[config.mk]
export PLATFORM = sky130hd
export DESIGN_NAME = local_bus_responder
export DESIGN_NICKNAME = d
export VERILOG_FILES = /design/src/rtl/local_bus_pkg.sv /design/src/rtl/cycle_counter.sv /design/src/rtl/local_bus_responder.sv
export SDC_FILE = /design/constraint.sdc
export NUM_CORES = 1
export LEC_CHECK = 0
export CAP_MARGIN = 10
export CORE_MARGIN = 5
export CORE_UTILIZATION = 23
export DETAILED_ROUTE_END_ITERATION = 16
export DONT_BUFFER_PORTS = 1
export PLACE_DENSITY = 0.45
export SLEW_MARGIN = 20
export SYNTH_ARGS = -nofsm -noshare
export SYNTH_HDL_FRONTEND = slang
export SYNTH_SLANG_ARGS = --single-unit
export TNS_END_PERCENT = 1
[constraint.sdc]
create_clock -name clock -period 2.06 [get_ports clock]
set_clock_uncertainty 0.15 [all_clocks]
set_input_delay 0.206 -clock clock [delete_from_list [all_inputs] [get_ports clock]]
set_output_delay 0.206 -clock clock [all_outputs]
set_load 0.005 [all_outputs]
[src/rtl/local_bus_pkg.sv]
// Purpose: shared types and encodings for the 68030 local-bus cycle responder.
// Latency: n/a (types, constants and a pure helper function only).
// Backpressure: n/a.
package local_bus_pkg;

    typedef enum logic [2:0] {
        ST_RELEASE,
        ST_IDLE,
        ST_WAIT,
        ST_ACK,
        ST_BERR
    } state_t;

    typedef enum logic [2:0] {
        CLS_NONE,
        CLS_ROM,
        CLS_RAM,
        CLS_SERIAL,
        CLS_VME
    } dev_class_t;

    // {DSACK1, DSACK0}, active low
    localparam logic [1:0] DSACK_32   = 2'b00;
    localparam logic [1:0] DSACK_16   = 2'b01;
    localparam logic [1:0] DSACK_8    = 2'b10;
    localparam logic [1:0] DSACK_NONE = 2'b11;

    // Port-size acknowledge presented for each device class.
    function automatic logic [1:0] dsack_for(input dev_class_t cls);
        logic [1:0] enc;
        case (cls)
            CLS_ROM:    enc = DSACK_16;
            CLS_RAM:    enc = DSACK_32;
            CLS_SERIAL: enc = DSACK_8;
            CLS_VME:    enc = DSACK_32;
            default:    enc = DSACK_NONE;
        endcase
        return enc;
    endfunction

endpackage

[src/rtl/cycle_counter.sv]
// Purpose: loadable saturating down-counter (wait states) plus clearable saturating up-counter (timeout).
// Latency: counts change on the edge after load_i/step_i; flags are combinational from the registers.
// Backpressure: none; step_i is ignored for a counter already at its stop value.
//
// Ports:
//   clock, reset       - system clock, async active-high reset
//   load_i, load_val_i - load the down-counter and clear the up-counter
//   step_i             - decrement down-counter / increment up-counter, both saturating
//   limit_i            - value at which the up-counter stops
//   wait_zero_o        - down-counter has reached zero
//   tmo_term_o         - up-counter has reached limit_i
module cycle_counter #(
    parameter int WIDTH = 8
) (
    input  logic             clock,
    input  logic             reset,
    input  logic             load_i,
    input  logic [WIDTH-1:0] load_val_i,
    input  logic             step_i,
    input  logic [WIDTH-1:0] limit_i,
    output logic             wait_zero_o,
    output logic             tmo_term_o
);

    logic [WIDTH-1:0] wait_q, wait_d;
    logic [WIDTH-1:0] tmo_q,  tmo_d;

    assign wait_zero_o = (wait_q == '0);
    assign tmo_term_o  = (tmo_q == limit_i);

    always_comb begin
        wait_d = wait_q;
        tmo_d  = tmo_q;
        if (load_i) begin
            wait_d = load_val_i;
            tmo_d  = '0;
        end else if (step_i) begin
            if (!wait_zero_o) wait_d = wait_q - WIDTH'(1);
            if (!tmo_term_o)  tmo_d  = tmo_q + WIDTH'(1);
        end
    end

    always_ff @(posedge clock or posedge reset) begin
        if (reset) begin
            wait_q <= '0;
            tmo_q  <= '0;
        end else begin
            wait_q <= wait_d;
            tmo_q  <= tmo_d;
        end
    end

endmodule

[src/rtl/local_bus_responder.sv]
// Purpose: 68030 local-bus cycle terminator; drives registered DSACK1/DSACK0 or BERR per decoded device.
// Latency: strobe visible after edge N+W+1 for a cycle sampled at edge N (W = device wait); VME on DTACK/BERR edge.
// Backpressure: holds the strobe until AS is sampled high; a cycle aborted by AS high is never terminated.
//
// Ports:
//   clock, reset                    - system clock, async active-high reset
//   cpu_as                          - CPU address strobe, active low
//   request_rom/ram/serial/vme      - active-low decoder requests (priority rom > ram > serial > vme)
//   vme_dtack, vme_berr             - active-low VME bridge terminations
//   cpu_dsack, cpu_berr             - active-low registered CPU terminations
module local_bus_responder
    import local_bus_pkg::*;
#(
    parameter int ROM_WAIT       = 3,
    parameter int RAM_WAIT       = 1,
    parameter int SERIAL_WAIT    = 4,
    parameter int TIMEOUT_CYCLES = 200,
    parameter int COUNT_WIDTH    = 8
) (
    input  logic       clock,
    input  logic       reset,
    input  logic       cpu_as,
    input  logic       request_rom,
    input  logic       request_ram,
    input  logic       request_serial,
    input  logic       request_vme,
    input  logic       vme_dtack,
    input  logic       vme_berr,
    output logic [1:0] cpu_dsack,
    output logic       cpu_berr
);

    localparam logic [COUNT_WIDTH-1:0] ROM_LOAD    = COUNT_WIDTH'(ROM_WAIT);
    localparam logic [COUNT_WIDTH-1:0] RAM_LOAD    = COUNT_WIDTH'(RAM_WAIT);
    localparam logic [COUNT_WIDTH-1:0] SERIAL_LOAD = COUNT_WIDTH'(SERIAL_WAIT);
    localparam logic [COUNT_WIDTH-1:0] TMO_LIMIT   = COUNT_WIDTH'(TIMEOUT_CYCLES - 1);

    state_t           state_q, state_d;
    dev_class_t       class_q, class_d;
    dev_class_t       req_class;
    logic [1:0]       dsack_q, dsack_d;
    logic             berr_q,  berr_d;
    logic             cnt_load, cnt_step;
    logic [COUNT_WIDTH-1:0] cnt_load_val;
    logic             wait_zero, tmo_term;
    logic             is_local;

    cycle_counter #(
        .WIDTH (COUNT_WIDTH)
    ) u_cycle_counter (
        .clock       (clock),
        .reset       (reset),
        .load_i      (cnt_load),
        .load_val_i  (cnt_load_val),
        .step_i      (cnt_step),
        .limit_i     (TMO_LIMIT),
        .wait_zero_o (wait_zero),
        .tmo_term_o  (tmo_term)
    );

    always_comb begin
        req_class = CLS_NONE;
        if      (!request_rom)    req_class = CLS_ROM;
        else if (!request_ram)    req_class = CLS_RAM;
        else if (!request_serial) req_class = CLS_SERIAL;
        else if (!request_vme)    req_class = CLS_VME;
    end

    assign is_local = (class_q == CLS_ROM) || (class_q == CLS_RAM) || (class_q == CLS_SERIAL);

    always_comb begin
        state_d      = state_q;
        class_d      = class_q;
        cnt_load     = 1'b0;
        cnt_load_val = '0;
        cnt_step     = 1'b0;
        case (state_q)
            // After reset, wait for AS to go high so a cycle cut short by reset is never terminated.
            ST_RELEASE: if (cpu_as) state_d = ST_IDLE;
            ST_IDLE: begin
                if (!cpu_as) begin
                    state_d  = ST_WAIT;
                    class_d  = req_class;
                    cnt_load = 1'b1;
                    case (req_class)
                        CLS_ROM:    cnt_load_val = ROM_LOAD;
                        CLS_RAM:    cnt_load_val = RAM_LOAD;
                        CLS_SERIAL: cnt_load_val = SERIAL_LOAD;
                        default:    cnt_load_val = '0;
                    endcase
                end
            end
            ST_WAIT: begin
                // Order matters: abort, then real termination, then timeout.
                if (cpu_as)                                state_d = ST_IDLE;
                else if ((class_q == CLS_VME) && !vme_berr)  state_d = ST_BERR;
                else if ((class_q == CLS_VME) && !vme_dtack) state_d = ST_ACK;
                else if (is_local && wait_zero)            state_d = ST_ACK;
                else if (tmo_term)                         state_d = ST_BERR;
                else                                       cnt_step = 1'b1;
            end
            ST_ACK, ST_BERR: if (cpu_as) state_d = ST_IDLE;
            default: state_d = ST_RELEASE;
        endcase
    end

    // Strobes are decoded from the next state so they appear on the edge that enters ACK/BERR.
    assign dsack_d = (state_d == ST_ACK) ? dsack_for(class_d) : DSACK_NONE;
    assign berr_d  = (state_d != ST_BERR);

    always_ff @(posedge clock or posedge reset) begin
        if (reset) begin
            state_q <= ST_RELEASE;
            class_q <= CLS_NONE;
            dsack_q <= DSACK_NONE;
            berr_q  <= 1'b1;
        end else begin
            state_q <= state_d;
            class_q <= class_d;
            dsack_q <= dsack_d;
            berr_q  <= berr_d;
        end
    end

    assign cpu_dsack = dsack_q;
    assign cpu_berr  = berr_q;

endmodule

==> results.ini <==
[pwr]
combPwrFrac_pct = 46.2
vdd_drop_max_uv = 489.6
p_leak_uw = 0.0008709
power_frac_clock_pct = 16.2
power_density_nw_per_um2 = 935.5
p_int_uw = 1178
p_sw_share_pct = 34.63
p_sw_uw = 624.2
pwr-share-seq_pct = 37.6

[critical_path]
required_ns = 2.11
startpoint_type = register
critPathKind = register to register
regToRegEndpoint = u_cycle_counter.tmo_q[7]
cp-end-kind = register
rrSetupSlack_ns = -0.13
worstReg2RegStart = u_cycle_counter.wait_q[0]
rr_worst_depth = 7
crit_arrival_ns = 2.24
timing.critical_path.from = u_cycle_counter.wait_q[0]
worstPathMaxFanout = 6
endpoint = u_cycle_counter.tmo_q[7]

[final_layout]
antenna_cells = 0
fin_area_sq_um = 1927
nNetsFinal = 204
drive_gt1_share_pct = 32.46
area_delta_synth_final_pct = 36.04
multi_input_area_sq_um = 812.0
regArea_sq_um = 629.4
fin_util_pct = 32.35
n_fill_cell = 639
final_cell_mix = buf_4, dfrtp_1, nand2_1
mostFrequentLayoutCell = buf_4

[clock_tree]
cts_buffers = 3
insertion_delay_ns = 0.27
clk_pin_slew_worst_paths_ns = 0.09
cts.sink_count = 25
htreeDepth = 1
cts-root-buf = clkbuf_8
cts_tree = yes
clockBufferDepth = 2

[place]
dp_hpwl_um = 2584
place_congestion = 0.8171
dpl_cell_area_sq_um = 1762
numPortBuffers = 0

[sta]
relSlewSlack_pct = 68.75
fmax_mhz = 456.1
slew_viol_final = 0
fin_ws_ns = -0.1323
setup_viol = 4
period_minus_slack_ns = 2.192
rsz0062_at_grt = yes
finalCritPeriodShare_pct = 106.4
finalHoldViolations = 0
whs_ns = 0.05848
worst-slew-pin-transition_ns = 0.4662

[route]
vias = 1228
viasPerCell = 4.617
antenna_left = 0
drt_iter0_markers = 48
drt-pass1-iter-count = 4
wl_per_cell_um = 13.06
drc = 0
wl_um = 3474

[global_route]
grt_pass1_vias = 1249
antenna_found_initial = 0
track_usage_pct = 9.601
grt_pass1_wl_um = 5906
grt_start_max_net_pins = 26
grt_overflow = 0

[floorplan]
dieArea_sq_um = 7828
rows = 28
fp.dieW_um = 88.48
fp.dieH_um = 88.48
coreArea_sq_um = 5956
io_pins = 12
initial_utilization_pct = 23.78

[synthesis]
syn_area_per_cell_sq_um = 9.442
ys_async_sr_fraction_pct = 100.0
ys.flop_type = dfrtp_1
synthCells = 150
synth.distinct_cells = 38
synth_edf_count = 0
seq_area_frac_synth_pct = 44.43
synth_nets = 162
synth_area_sq_um = 1416
ys_ff_latch = 25
ys_warn_count = 0

[min_path]
min_from = vme_berr
min_path_type = input port to register

[run_status]
status = complete, but fails checks
violations = setup timing

[run]
maxCapViolations = 0

[how the worst min path moves through the flow]
| stage | to | depth (start not counted) |
|---|---|---|
| after floorplan | class_q[0] | 1 |
| after global placement | u_cycle_counter.tmo_q[2] | 2 |
| after detailed placement | u_cycle_counter.tmo_q[1] | 2 |
| after CTS | class_q[1] | 3 |
| after global routing | cpu_dsack[1] | 3 |
| final | cpu_dsack[1] | 2 |
[cells by family (layout without fill, tap and decap cells)]
group | count (synthesis) | count (layout) | share of synthesized area, %
fa+ha+maj | 3 | 3 | 2.650
mux | 10 | 10 | 7.156
compound gates | 22 | 22 | 9.718
simple gates | 79 | 79 | 32.33
buf+inv | 9 | 50 | 2.473
flops | 25 | 25 | 44.44
xor+xnor | 2 | 2 | 1.237
[state kept, by name, summed over array words and instances (netlist names)]
name	flops
class_q	3
cpu_berr	1
cpu_dsack	2
state_q	3
u_cycle_counter.tmo_q	8
u_cycle_counter.wait_q	8
[area by class of cell]
class | count | share of cell area, %
Inverter | 4 | 0.7792
Clock buffer | 4 | 2.338
Multi-Input combinational cell | 116 | 42.14
Timing Repair Buffer | 42 | 17.21
Tap cell | 75 | 4.870
Sequential cell | 25 | 32.66
[synthesized netlist by cell type (all sizes together) (2+ instances only)]
library cell,count,area share [%]
or3,4,1.8
ha,3,2.7
inv,4,1.1
clkbuf,4,1.1
or3b,2,1.2
mux2i,9,6.4
nand2b,5,2.2
xnor2,2,1.2
nor4,5,2.2
or4b,3,2.4
nand2,20,5.3
a21o,2,1.1
a21oi,6,2.1
dfstp,3,5.6
nor3,7,2.5
and3,2,0.88
nor2,10,3.2
dfrtp,22,39
or4,3,1.6
nand3,9,3.2
o21ai,7,2.5
nor4b,2,1.2
nand4,3,1.3
[per-layer routing]
metal / wire, um / track usage (%) / share of wire (%)
met5: 0 / 0 / 0
met4: 23 / 2.060 / 0.66
met3: 97 / 2.328 / 2.8
met2: 1683 / 16.38 / 48
met1: 1669 / 12.33 / 48
[power by group through the flow]
stage / combinational (uW) / sequential, uW / clock [uW]
6_report: 833 / 678 / 292
5_1_grt: 938 / 686 / 327
4_1_cts: 808 / 675 / 307
3_5_place_dp: 769 / 683 / 0
3_3_place_gp: 755 / 682 / 0
2_1_floorplan: 402 / 699 / 0
[worst max-delay path, cell delays in order, from the launching register on]
cell and delay, ns:
dfrtp_1 0.36, inv_1 0.06, ha_1 0.18, or3b_2 0.22
nor4_2 0.05, or4_4 0.45, or4_4 0.53, a21oi_2 0.13
[stage by stage]
step / cells / setup slack, ns / TNS, ns / total power [uW]
5_1_grt: 266 / -0.1855 / -1.308 / 1951
2_1_floorplan: 150 / -0.2194 / -0.7931 / 1101
3_5_place_dp: 255 / -0.2194 / -0.9676 / 1452
6_report: 266 / -0.1323 / -0.2863 / 1803
4_1_cts: 266 / -0.1130 / -0.4733 / 1791
3_3_place_gp: 255 / -0.1617 / -0.7164 / 1437
[timing repair]
| action | in CTS | in global routing |
|---|---|---|
| pin swaps | 3 | 0 |
| resized for setup | 7 | 5 |
| setup buffers | 2 | 0 |
| hold buffers | 5 | 0 |
| setup endpoints to repair | 17 | 21 |
| hold endpoints to repair | 30 | 0 |
(Power assumes the default switching activity.)
